[src/rtl/lsu_arb_pkg.sv]
// lsu_arb_pkg: shared types and constants for the LSU port arbiter.
// Used by rr_grant2 and lsu_arbiter.
package lsu_arb_pkg;

  localparam int LSU_ARB_MASTERS = 2;

  typedef enum logic [1:0] {
    ARB   = 2'd0,
    LOCK0 = 2'd1,
    LOCK1 = 2'd2
  } arb_state_e;

  typedef struct packed {
    logic [31:0] addr;
    logic [31:0] wdata;
    logic        wren;
    logic [2:0]  load_type;
    logic [1:0]  store_type;
  } lsu_req_t;

  function automatic lsu_req_t lsu_idle();
    return '0;
  endfunction

endpackage

[src/rtl/rr_grant2.sv]
// rr_grant2: two-way round-robin grant with a priority pointer.
// Masked-out requesters are never granted.
module rr_grant2
  import lsu_arb_pkg::*;
(
  input  logic       i_clk,
  input  logic       i_reset,
  input  logic [1:0] i_req,
  input  logic [1:0] i_mask,
  output logic [1:0] o_gnt
);

  logic       r_prio;
  logic [1:0] w_req;

  assign w_req = i_req & i_mask;

  // lone requester wins; on conflict the pointer decides
  always_comb begin
    o_gnt = w_req;
    if (&w_req)
      o_gnt = r_prio ? 2'b10 : 2'b01;
  end

  // after a grant to master n the other master gets priority
  always_ff @(posedge i_clk or posedge i_reset) begin
    if (i_reset)
      r_prio <= 1'b0;
    else if (o_gnt[0])
      r_prio <= 1'b1;
    else if (o_gnt[1])
      r_prio <= 1'b0;
  end

endmodule

[src/rtl/lsu_arbiter.sv]
// lsu_arbiter: shares one LSU port between two masters (round robin).
// Optional lock mode is built when LSU_ARB_LOCK_EN is defined.
module lsu_arbiter
  import lsu_arb_pkg::*;
#(
  parameter int LOCK_MAX = 8
) (
  input  logic        i_clk,
  input  logic        i_reset,
  input  logic        i_m0_req,
  input  logic [31:0] i_m0_addr,
  input  logic [31:0] i_m0_wdata,
  input  logic        i_m0_wren,
  input  logic [2:0]  i_m0_load_type,
  input  logic [1:0]  i_m0_store_type,
  input  logic        i_m0_lock,
  input  logic        i_m1_req,
  input  logic [31:0] i_m1_addr,
  input  logic [31:0] i_m1_wdata,
  input  logic        i_m1_wren,
  input  logic [2:0]  i_m1_load_type,
  input  logic [1:0]  i_m1_store_type,
  input  logic        i_m1_lock,
  output logic        o_m0_gnt,
  output logic        o_m1_gnt,
  output logic        o_m0_rvalid,
  output logic        o_m1_rvalid,
  output logic [31:0] o_m0_rdata,
  output logic [31:0] o_m1_rdata,
  output logic [31:0] o_lsu_addr,
  output logic [31:0] o_st_data,
  output logic        o_lsu_wren,
  output logic [2:0]  o_load_type,
  output logic [1:0]  o_store_type,
  input  logic [31:0] i_ld_data
);

  lsu_req_t    w_m0;
  lsu_req_t    w_m1;
  lsu_req_t    w_lsu;
  logic [1:0]  w_req;
  logic [1:0]  w_mask;
  logic [1:0]  w_gnt;
  logic [1:0]  r_rvalid;
  logic [31:0] r_rdata0;
  logic [31:0] r_rdata1;

  assign w_m0 = '{addr: i_m0_addr, wdata: i_m0_wdata,
                  wren: i_m0_wren, load_type: i_m0_load_type,
                  store_type: i_m0_store_type};
  assign w_m1 = '{addr: i_m1_addr, wdata: i_m1_wdata,
                  wren: i_m1_wren, load_type: i_m1_load_type,
                  store_type: i_m1_store_type};

  assign w_req = {i_m1_req, i_m0_req};

  rr_grant2 u_rr (
    .i_clk   (i_clk),
    .i_reset (i_reset),
    .i_req   (w_req),
    .i_mask  (w_mask),
    .o_gnt   (w_gnt)
  );

`ifdef LSU_ARB_LOCK_EN
  localparam logic [7:0] LMAX = 8'(LOCK_MAX);

  arb_state_e r_state;
  arb_state_e w_state_nxt;
  logic [7:0] r_cnt;
  logic [7:0] w_cnt_nxt;

  // lock state and granted-cycle counter
  always_ff @(posedge i_clk or posedge i_reset) begin
    if (i_reset) begin
      r_state <= ARB;
      r_cnt   <= 8'd0;
    end else begin
      r_state <= w_state_nxt;
      r_cnt   <= w_cnt_nxt;
    end
  end

  // enter lock on a locked grant; leave on lock drop or max count
  always_comb begin
    w_state_nxt = r_state;
    w_cnt_nxt   = r_cnt;
    unique case (r_state)
      ARB: begin
        if (w_gnt[0] && i_m0_lock) begin
          w_state_nxt = LOCK0;
          w_cnt_nxt   = 8'd1;
        end else if (w_gnt[1] && i_m1_lock) begin
          w_state_nxt = LOCK1;
          w_cnt_nxt   = 8'd1;
        end
      end
      LOCK0: begin
        if (!i_m0_lock ||
            (w_gnt[0] && (r_cnt + 8'd1 == LMAX))) begin
          w_state_nxt = ARB;
          w_cnt_nxt   = 8'd0;
        end else if (w_gnt[0]) begin
          w_cnt_nxt   = r_cnt + 8'd1;
        end
      end
      LOCK1: begin
        if (!i_m1_lock ||
            (w_gnt[1] && (r_cnt + 8'd1 == LMAX))) begin
          w_state_nxt = ARB;
          w_cnt_nxt   = 8'd0;
        end else if (w_gnt[1]) begin
          w_cnt_nxt   = r_cnt + 8'd1;
        end
      end
      default: begin
        w_state_nxt = ARB;
        w_cnt_nxt   = 8'd0;
      end
    endcase
  end

  // only the lock owner may be granted while locked
  always_comb begin
    w_mask = 2'b11;
    unique case (r_state)
      LOCK0:   w_mask = 2'b01;
      LOCK1:   w_mask = 2'b10;
      default: w_mask = 2'b11;
    endcase
  end
`else
  logic w_unused_lock;

  assign w_mask        = 2'b11;
  assign w_unused_lock = i_m0_lock ^ i_m1_lock;
`endif

  // drive the LSU with the granted master, idle zeros otherwise
  always_comb begin
    w_lsu = lsu_idle();
    unique case (1'b1)
      w_gnt[0]: w_lsu = w_m0;
      w_gnt[1]: w_lsu = w_m1;
      default:  w_lsu = lsu_idle();
    endcase
  end

  assign o_lsu_addr   = w_lsu.addr;
  assign o_st_data    = w_lsu.wdata;
  assign o_lsu_wren   = w_lsu.wren;
  assign o_load_type  = w_lsu.load_type;
  assign o_store_type = w_lsu.store_type;

  assign o_m0_gnt = w_gnt[0];
  assign o_m1_gnt = w_gnt[1];

  // capture load data for the granted master, one-cycle rvalid
  always_ff @(posedge i_clk or posedge i_reset) begin
    if (i_reset) begin
      r_rvalid <= 2'b00;
      r_rdata0 <= 32'd0;
      r_rdata1 <= 32'd0;
    end else begin
      r_rvalid <= w_gnt & ~{i_m1_wren, i_m0_wren};
      if (w_gnt[0] && !i_m0_wren)
        r_rdata0 <= i_ld_data;
      if (w_gnt[1] && !i_m1_wren)
        r_rdata1 <= i_ld_data;
    end
  end

  assign o_m0_rvalid = r_rvalid[0];
  assign o_m1_rvalid = r_rvalid[1];
  assign o_m0_rdata  = r_rdata0;
  assign o_m1_rdata  = r_rdata1;

endmodule

[config.mk]
export PLATFORM = sky130hd
export DESIGN_NAME = lsu_arbiter
export DESIGN_NICKNAME = d
export VERILOG_FILES = /design/src/rtl/lsu_arb_pkg.sv /design/src/rtl/rr_grant2.sv /design/src/rtl/lsu_arbiter.sv
export SDC_FILE = /design/constraint.sdc
export NUM_CORES = 1
export LEC_CHECK = 0
export ABC_AREA = 1
export BUFFER_PORTS_ARGS = -buffer_cell sky130_fd_sc_hd__buf_2
export CAP_MARGIN = 20
export CORE_AREA = 3 3 120 122
export CTS_BUF_LIST = sky130_fd_sc_hd__clkbuf_4
export CTS_CLUSTER_SIZE = 28
export DETAILED_ROUTE_END_ITERATION = 10
export DIE_AREA = 0 0 123 125
export MAX_ROUTING_LAYER = met4
export PLACE_DENSITY = 0.65
export SYNTH_ARGS = -nofsm -noshare
export SYNTH_HDL_FRONTEND = slang
export SYNTH_SLANG_ARGS = --single-unit
[constraint.sdc]
create_clock -name i_clk -period 2.5 [get_ports i_clk]
set_input_delay 0.125 -clock i_clk [delete_from_list [all_inputs] [get_ports i_clk]]
set_output_delay 0.125 -clock i_clk [all_outputs]
set_load 0.005 [all_outputs]
==> qor.yml, run 1 <==
cells_and_area:
  final_util_pct: 43.4
  final_nets: 1029
  drive_above_1_share_pct: 40.3
  synthToLayoutAreaGrowth_pct: 58.0
  final_area_mm2: 0.00578
clock_tree:
  clkTransAtPathRegs_ns: 0.11
  numCtsBuffers: 9
  cts_hold_buf: 33
  clockRootBuffer: "clkbuf_4"
  cts_buffer_depth: 2
  cts_resized: 0
  clock-sinks: 67
  clock_latency_ns: 0.42
  htree_levels: 3
  tritoncts: "yes"
  post_cts_buffers: 0
grt:
  antenna_found_initial: 4
  grt_max_degree: 72
  grt_pass1_wl_um: 25200
  grt_usage_pct: 21.8
  grt_pass1_vias: 4521
  grt_overflow: 0
die:
  floorplan.initialDensity_pct: 27.5
  chipWidth_um: 123
  core.rowCount: 42
  pin_count: 316
  die_h_um: 125
  coreArea_mm2: 0.0133
  die_area_mm2: 0.0154
timing:
  post-route-period-util_pct: 82.2
  finClkSkew_ns: 0.0130
  setup_viol_count_final: 0
  max_freq_mhz: 486
  rsz0062_at_grt: "false"
  finalHoldViolCount: 0
  fin_crit_ns: 2.06
  relSlewSlack_pct: 69.0
  totalNegativeSetupSlack_ns: 0
  finalMaxSlewViolations: 0
  max_slew.worst_pin.slew_ns: 0.465
setup_path:
  worst-path-max-fanout: 71
  crit_chain: "inv_2 -> nand2_2 -> nand2_1 -> inv_2 -> buf_12 -> nand2_1 -> nand2_1 -> buf_2"
  cp-end-kind: "output pin"
  crit_top_cell: "nand2_1"
  cp_slowest_cell: "dfrtp_1"
  cp_top_family: "simple AND/OR/NAND/NOR gates"
  slowest_delay_ns: 0.41
  startpoint_type: "register"
  critPathKind: "register to output pin"
  required_ns: 2.38
  cp.arrival_ns: 1.93
  critical_path_buf_inv_count: 4
power:
  vdd_drop_max_mv: 0.324
  leakage_nw: 3.60
  p_per_area_mw_per_mm2: 530
synth:
  ys_ff_latch: 67
  syn_inst: 524
  syn_area_mm2: 0.00365
  seq_area_frac_synth_pct: 45.9
  synthDistinctLibCells: 15
  avgSynthCellArea_um2: 6.97
  yosys_warnings: 0
  syn_nets: 702
routing:
  vias: 4875
  ant_nets: 0
  routed_wirelength_um: 17200
  first_pass_iters: 5
  drc: 0
  routed_via_density: 4.71
  routedWlPerCell_um: 16.6
  drt_iter0_drc: 323
min_path:
  hp-class: "input port to register"
placement:
  placed_area_mm2: 0.00533
  dpl.hpwl_um: 12800
  gp_congestion: 0.867
  port_buffers: 313
status:
  outcome: "finished, final reports clean"
job:
  maxCapViolations: 0
cells in the final DEF, fill, tap and decap left out, drive strengths merged:
cell,netlist,layout
and2,1,1
inv,7,7
clkbuf,15,12
clkinv,0,4
dfrtp,67,67
nand2,341,341
nand3,2,2
dlygate4sd3,0,33
nand4,64,64
o21ai,1,1
diode,0,4
buf,26,324
routing by layer:
metal  vias up  track usage [%]  wire length (um)
li1       2334                -                 -
met1      2250             26.7              6740
met2       262             34.9              8280
met3        29             6.32              1830
met4         0             5.93               365
met5         -                -                 0
cell usage after synthesis:
library cell	count	share of area (%)
o21ai_0	1	0.14
nand2_1	339	35
nand3_1	1	0.14
dfrtp_1	67	46
nand3_2	1	0.27
buf_2	17	2.3
nand2_2	1	0.17
nand2_4	1	0.31
buf_4	2	0.41
buf_6	7	2.2
inv_2	2	0.21
inv_1	5	0.51
and2_1	1	0.17
clkbuf_1	15	1.5
nand4_1	64	11
metrics by stage:
step | cells | hold slack, ns | setup slack [ns] | total power, W
2_1_floorplan | 524 | 0.274 | 0.692 | 0.00184
4_1_cts | 1032 | 0.0677 | 0.357 | 0.00310
5_1_grt | 1036 | 0.0800 | 0.234 | 0.00328
3_3_place_gp | 983 | 0.169 | 0.812 | 0.00244
6_report | 1036 | 0.108 | 0.444 | 0.00306
3_5_place_dp | 983 | 0.165 | 0.833 | 0.00245
final cells by class:
class / count / area, um^2
Fill cell: 1378 / 7520
Timing Repair Buffer: 357 / 2020
Multi-Input combinational cell: 409 / 1720
Sequential cell: 67 / 1680
Tap cell: 176 / 220
Clock buffer: 12 / 90.1
Inverter: 7 / 26.3
Clock inverter: 4 / 17.5
Antenna cell: 4 / 10.0
logic make-up (layout without fill, tap and decap cells):
group	after synthesis	after routing	share of synthesized area [%]
AOI/OAI and AO/OA	1	1	0.137
buffers and inverters	48	380	7.16
DFF	67	67	45.9
other	0	4	0
and+or+nand+nor	408	408	46.8
final timing paths:
kind | startpoint | endpoint | slack, ns | cells past startpoint
min in group asynchronous | i_reset | o_m0_rdata[11]$_DFFE_PP0P_ | 0.27 | 3
min reg2reg | o_m1_rdata[21]$_DFFE_PP0P_ | o_m1_rdata[21]$_DFFE_PP0P_ | 0.47 | 2
min | i_m0_req | o_m0_rdata[11]$_DFFE_PP0P_ | 0.11 | 3
max reg2reg | u_rr.r_prio$_DFFE_PP0P_ | o_m1_rdata[5]$_DFFE_PP0P_ | 0.96 | 6
max in group asynchronous | i_reset | o_m0_rdata[19]$_DFFE_PP0P_ | 1.61 | 4
max | u_rr.r_prio$_DFFE_PP0P_ | o_lsu_addr[24] | 0.44 | 8
sequential cells by signal, summed over array words and instances, names as in the netlist:
| name | flops |
|---|---|
| o_m0_rdata | 32 |
| r_rvalid | 2 |
| u_rr.r_prio | 1 |
| o_m1_rdata | 32 |
power by group:
part	switching, W	internal (W)
clock network	0.000367	0.000229
logic	0.000600	0.000486
registers	0.000106	0.00127
worst register-to-register path, stage by stage (launching register included):
cell	delay (ns)
dfrtp_1	0.41
inv_2	0.05
nand2_2	0.23
nand3_2	0.28
buf_4	0.32
nand2_1	0.10
nand2_1	0.05
Note: power is estimated with default switching activity, not from simulation.
==> run 2: changes to the inputs <==
==> constraint.sdc (replaced) <==
create_clock -name i_clk -period 2.1 [get_ports i_clk]
set_input_delay 0.105 -clock i_clk [delete_from_list [all_inputs] [get_ports i_clk]]
set_output_delay 0.105 -clock i_clk [all_outputs]
set_load 0.005 [all_outputs]
==> run 2 against run 1 <==
Compared with the run above: global-route usage shrank 0.072 points; register-to-register slack lost 0.37 ns; design area grew 1.2%; clock-buffer cell count shrank 1; critical endpoint is now o_st_data[0]; largest power group unchanged.
==> qor.yml, run 2 (same netlist as run 1, synthesis figures left out) <==
grt:
  grt_overflow: 0
  grt_usage_pct: 21.7
  grt_pass1_wl_um: 25100
  antenna_found_initial: 3
  grt_max_degree: 66
  grt_pass1_vias: 4462
clock_tree:
  tritoncts: "yes"
  htree_levels: 3
  clock-sinks: 67
  post_cts_buffers: 0
  clockRootBuffer: "clkbuf_4"
  cts_resized: 0
  cts_buffer_depth: 2
  numCtsBuffers: 9
  clock_latency_ns: 0.40
  clkTransAtPathRegs_ns: 0.11
routing:
  drt_iter0_drc: 269
  vias: 4765
  drc: 0
  first_pass_iters: 5
  routed_wirelength_um: 17200
  ant_nets: 0
  routedWlPerCell_um: 16.5
  routed_via_density: 4.58
die:
  pin_count: 316
  coreArea_mm2: 0.0133
  floorplan.initialDensity_pct: 27.5
  core.rowCount: 42
  die_h_um: 125
  chipWidth_um: 123
  die_area_mm2: 0.0154
setup_path:
  r2r-start: "u_rr.r_prio$_DFFE_PP0P_"
  worstSetupStartpoint: "u_rr.r_prio$_DFFE_PP0P_"
  worst-path-max-fanout: 65
  cp.arrival_ns: 1.83
  startpoint_type: "register"
  critPathKind: "register to output pin"
  cp-end-kind: "output pin"
  required_ns: 2.00
min_path:
  hp-class: "input port to register"
  min_from: "i_m1_req"
timing:
  fin_crit_ns: 1.94
  finalWorstSetupSlack_ns: 0.162
  post-route-period-util_pct: 92.3
  rsz0062_at_grt: "false"
  finalHoldViolCount: 0
  relSlewSlack_pct: 68.4
  max_freq_mhz: 516
  finalMaxSlewViolations: 0
  finClkSkew_ns: 0.00979
  max_slew.worst_pin.slew_ns: 0.473
  setup_viol_count_final: 0
  totalNegativeSetupSlack_ns: 0
cells_and_area:
  final.fill_count: 1387
  synthToLayoutAreaGrowth_pct: 60.0
  layout_commonest_cell: "nand2_1"
  final_nets: 1035
  final_area_mm2: 0.00585
  finalNonFillerCells: 1041
  drive_above_1_share_pct: 40.8
  layout_common_cells: "339 x nand2_1, 313 x buf_2, 67 x dfrtp_1"
placement:
  placed_cells: 989
  placed_area_mm2: 0.00537
  gp_congestion: 0.889
  port_buffers: 313
  dpl.hpwl_um: 13000
  dp_slack_ns: 0.603
power:
  p_per_area_mw_per_mm2: 648
  leakage_nw: 3.64
  power_w: 0.00379
  vdd_drop_max_mv: 0.472
job:
  maxCapViolations: 0
status:
  outcome: "finished, final reports clean"
## run 2: cell count changes in the layout (fill, tap and decap cells not counted)
cell	before	now
bufinv_16	0	1
clkbuf_4	12	11
diode_2	4	3
clkinvlp_4	0	2
clkinv_1	2	1
buf_4	8	14
clkinv_2	2	1
## run 2: stage by stage
step	hold slack, ns	utilization (%)
after floorplan	0.254	-
final	0.153	44.0
after CTS	0.124	43.9
after detailed placement	0.147	40.4
after global placement	0.150	40.4
after global routing	0.145	44.0
## run 2: metal layers
metal  track usage, %  up-vias  part of all wire, %
li1                 -     2342                    -
met2             35.4      275                   48
met5                -        -                    0
met1             26.0     2126                   38
met3             6.55       22                   11
met4             5.80        0                  2.0
## run 2: report_power, final
| group | switching, W | total, W | leakage (nW) | internal (W) |
|---|---|---|---|---|
| Combinational | 0.000721 | 0.00131 | 2.73 | 0.000590 |
| Sequential | 0.000120 | 0.00163 | 0.832 | 0.00151 |
| Clock | 0.000462 | 0.000846 | 0.0705 | 0.000384 |
| Total | 0.00130 | 0.00379 | 3.64 | 0.00249 |
## run 2: path summary, 6_finish.rpt
| path | endpoint | cells past startpoint | slack (ns) |
|---|---|---|---|
| worst max-delay path | o_st_data[0] | 6 | 0.16 |
| worst min-delay path | o_m1_rdata[19]$_DFFE_PP0P_ | 3 | 0.15 |
| worst max register to register | o_m0_rdata[25]$_DFFE_PP0P_ | 6 | 0.59 |
| worst min register to register | o_m1_rdata[22]$_DFFE_PP0P_ | 2 | 0.47 |
| max in group asynchronous | o_m1_rdata[25]$_DFFE_PP0P_ | 4 | 1.23 |
| min in group asynchronous | o_m1_rdata[9]$_DFFE_PP0P_ | 3 | 0.25 |
## run 2: cell type report
type                       count  area, um^2  area share (%)
multi-input combinational    409        1720            29.4
tap                          176         220            3.77
sequential                    67        1680            28.7
timing repair buffer         363        2060            35.3
clock inverter                 5        53.8           0.920
inverter                       7        26.3           0.449
clock buffer                  11        82.6            1.41
antenna                        3        7.51           0.128
## run 2: what timing repair did
item,4_1_cts,5_1_grt
endpoints found under the hold margin,84,0
hold buffers,33,0
setup endpoints to repair,0,0
## run 2: worst max-delay path, cell delays in order, from the launching register on
cell	delay, ns
dfrtp_1	0.43
nand2_4	0.08
and2_2	0.25
buf_12	0.27
nand2_1	0.09
nand2_1	0.08
buf_2	0.18
==> run 3: changes to the inputs <==
--- a/config.mk
+++ b/config.mk
@@ -8,13 +8,13 @@
 export ABC_AREA = 1
 export BUFFER_PORTS_ARGS = -buffer_cell sky130_fd_sc_hd__buf_2
 export CAP_MARGIN = 20
-export CORE_AREA = 3 3 120 122
+export CORE_AREA = 3 3 121 123
 export CTS_BUF_LIST = sky130_fd_sc_hd__clkbuf_4
 export CTS_CLUSTER_SIZE = 28
 export DETAILED_ROUTE_END_ITERATION = 10
-export DIE_AREA = 0 0 123 125
+export DIE_AREA = 0 0 124 126
 export MAX_ROUTING_LAYER = met4
-export PLACE_DENSITY = 0.65
+export PLACE_DENSITY = 0.67
 export SYNTH_ARGS = -nofsm -noshare
 export SYNTH_HDL_FRONTEND = slang
 export SYNTH_SLANG_ARGS = --single-unit
==> constraint.sdc (replaced) <==
create_clock -name i_clk -period 1.7 [get_ports i_clk]
set_input_delay 0.085 -clock i_clk [delete_from_list [all_inputs] [get_ports i_clk]]
set_output_delay 0.085 -clock i_clk [all_outputs]
set_load 0.005 [all_outputs]
==> run 3 against run 2 <==
Compared with the run above: the run now ends with setup timing left; clock power fell by 6.9%; die area rose by 1.6%; combinational power rose by 56%; design area increased by 13%; critical path depth is 3 higher.
==> qor.yml, run 3 (same netlist as run 1, synthesis figures left out) <==
grt:
  grt_overflow: 0
  grt_pass1_vias: 4504
  antenna_found_initial: 0
  grt_max_degree: 68
  grt_usage_pct: 22.3
  grt_pass1_wl_um: 25800
timing:
  fin_crit_ns: 1.72
  setup_viol_count_final: 21
  finalWorstSetupSlack_ns: -0.0240
  relSlewSlack_pct: 75.4
  finalMaxSlewViolations: 0
  finClkSkew_ns: 0.0103
  max_slew.worst_pin.slew_ns: 0.369
  finalHoldViolCount: 0
  post-route-period-util_pct: 101
  max_freq_mhz: 580
  rsz0062_at_grt: "true"
cells_and_area:
  final_area_mm2: 0.00663
  synthToLayoutAreaGrowth_pct: 81.5
  drive_above_1_share_pct: 47.5
  antenna_cells: 0
  final_nets: 1057
  layout_commonest_cell: "buf_2"
  final_util_pct: 48.2
  layout_common_cells: "299 x buf_2, 290 x nand2_1, 67 x dfrtp_1"
routing:
  routed_via_density: 4.70
  routedWlPerCell_um: 18.1
  drc: 0
  ant_nets: 0
  routed_wirelength_um: 19200
  drt_iter0_drc: 242
  first_pass_iters: 4
  vias: 4987
power:
  pwr-share-clk_pct: 16.3
  vdd_drop_max_mv: 0.503
  p_per_area_mw_per_mm2: 731
  p_sw_w: 0.00171
  p_comb_share_pct: 42.0
  p_sw_share_pct: 35.2
  leakage_nw: 3.97
  seq_power_share_pct: 41.7
  intPower_w: 0.00314
setup_path:
  cp_slowest_cell: "dfrtp_1"
  cp.arrival_ns: 1.64
  critical_path_buf_inv_count: 5
  crit_top_cell: "nand2_1"
  startpoint_type: "register"
  cp-end-kind: "output pin"
  crit_chain: "inv_2 -> nand2_2 -> nand2_4 -> inv_8 -> buf_12 -> buf_16 -> nand2_1 -> nand2_1 -> buf_2"
  critPathKind: "register to output pin"
  slowest_delay_ns: 0.42
  required_ns: 1.62
  worst-path-max-fanout: 17
  cp_top_family: "buffers and inverters"
job:
  maxCapViolations: 0
die:
  coreArea_mm2: 0.0138
  die_h_um: 126
  die_area_mm2: 0.0156
  floorplan.initialDensity_pct: 26.5
  core.rowCount: 43
  pin_count: 316
  chipWidth_um: 124
clock_tree:
  clockRootBuffer: "clkbuf_4"
  clock-sinks: 67
  clkTransAtPathRegs_ns: 0.09
  cts_buffer_depth: 2
  numCtsBuffers: 9
  clock_latency_ns: 0.40
  tritoncts: "yes"
  htree_levels: 3
status:
  violations: "setup timing"
  outcome: "complete, but fails checks"
placement:
  port_buffers: 313
  placed_area_mm2: 0.00537
  dpl.hpwl_um: 12100
  gp_congestion: 0.819
min_path:
  hp-class: "input port to register"
[run 3: layout make-up]
class | instances | area [um^2]
multi-input combinational | 409 | 1950
clock buffer | 10 | 75.1
fill | 1345 | 7140
clock inverter | 2 | 7.51
timing repair buffer | 385 | 2660
sequential | 67 | 1680
tap | 180 | 225
inverter | 7 | 37.5
[run 3: path summary, 6_finish.rpt]
| path | start | to | slack, ns | cells after the start |
|---|---|---|---|---|
| min in group asynchronous | i_reset | o_m0_rdata[7]$_DFFE_PP0P_ | 0.31 | 4 |
| hold / removal | i_m1_req | o_m1_rdata[18]$_DFFE_PP0P_ | 0.08 | 3 |
| setup / recovery | u_rr.r_prio$_DFFE_PP0P_ | o_lsu_wren | -0.02 | 9 |
| hold reg to reg | o_m0_rdata[17]$_DFFE_PP0P_ | o_m0_rdata[17]$_DFFE_PP0P_ | 0.47 | 2 |
| max in group asynchronous | i_reset | o_m1_rdata[21]$_DFFE_PP0P_ | 1.08 | 4 |
| setup reg to reg | u_rr.r_prio$_DFFE_PP0P_ | o_m0_rdata[20]$_DFFE_PP0P_ | 0.20 | 6 |
[run 3: stage by stage]
step / total power, W / instances / setup WS [ns] / hold slack [ns] / setup TNS, ns
final: 0.00485 / 1060 / -0.0240 / 0.0779 / -0.129
after global routing: 0.00517 / 1060 / -0.165 / 0.0519 / -7.67
after CTS: 0.00466 / 1047 / -0.0977 / 0.0326 / -3.76
after detailed placement: 0.00360 / 991 / 0.212 / 0.211 / 0
after global placement: 0.00358 / 991 / 0.248 / 0.210 / 0
after floorplan: 0.00271 / 524 / 0.604 / 0.234 / 0
[run 3: tightest hold or removal path: stages]
cell and delay (ns):
buf_2 0.18, nand4_1 0.12, nand2_1 0.05
[run 3: power by group through the flow]
stage	registers [W]	logic, W	clock network (W)
2_1_floorplan	0.00207	0.000646	0
3_3_place_gp	0.00205	0.00153	0
3_5_place_dp	0.00205	0.00155	0
4_1_cts	0.00202	0.00181	0.000828
5_1_grt	0.00206	0.00221	0.000906
6_report	0.00202	0.00204	0.000788
[run 3: what timing repair did]
action,CTS,global route
cloned,8,10
gates resized for setup,22,80
pin swaps,3,17
hold endpoints to repair,131,0
setup buffers,3,3
endpoints found under the setup margin,70,71
hold buffers,33,0
[run 3: routing by layer]
layer	GRT usage, %	share of wire [%]	vias to the layer above
met5	-	0	-
met1	27.2	38	2322
li1	-	-	2385
met4	4.57	1.0	0
met2	38.4	52	263
met3	4.31	8.8	17
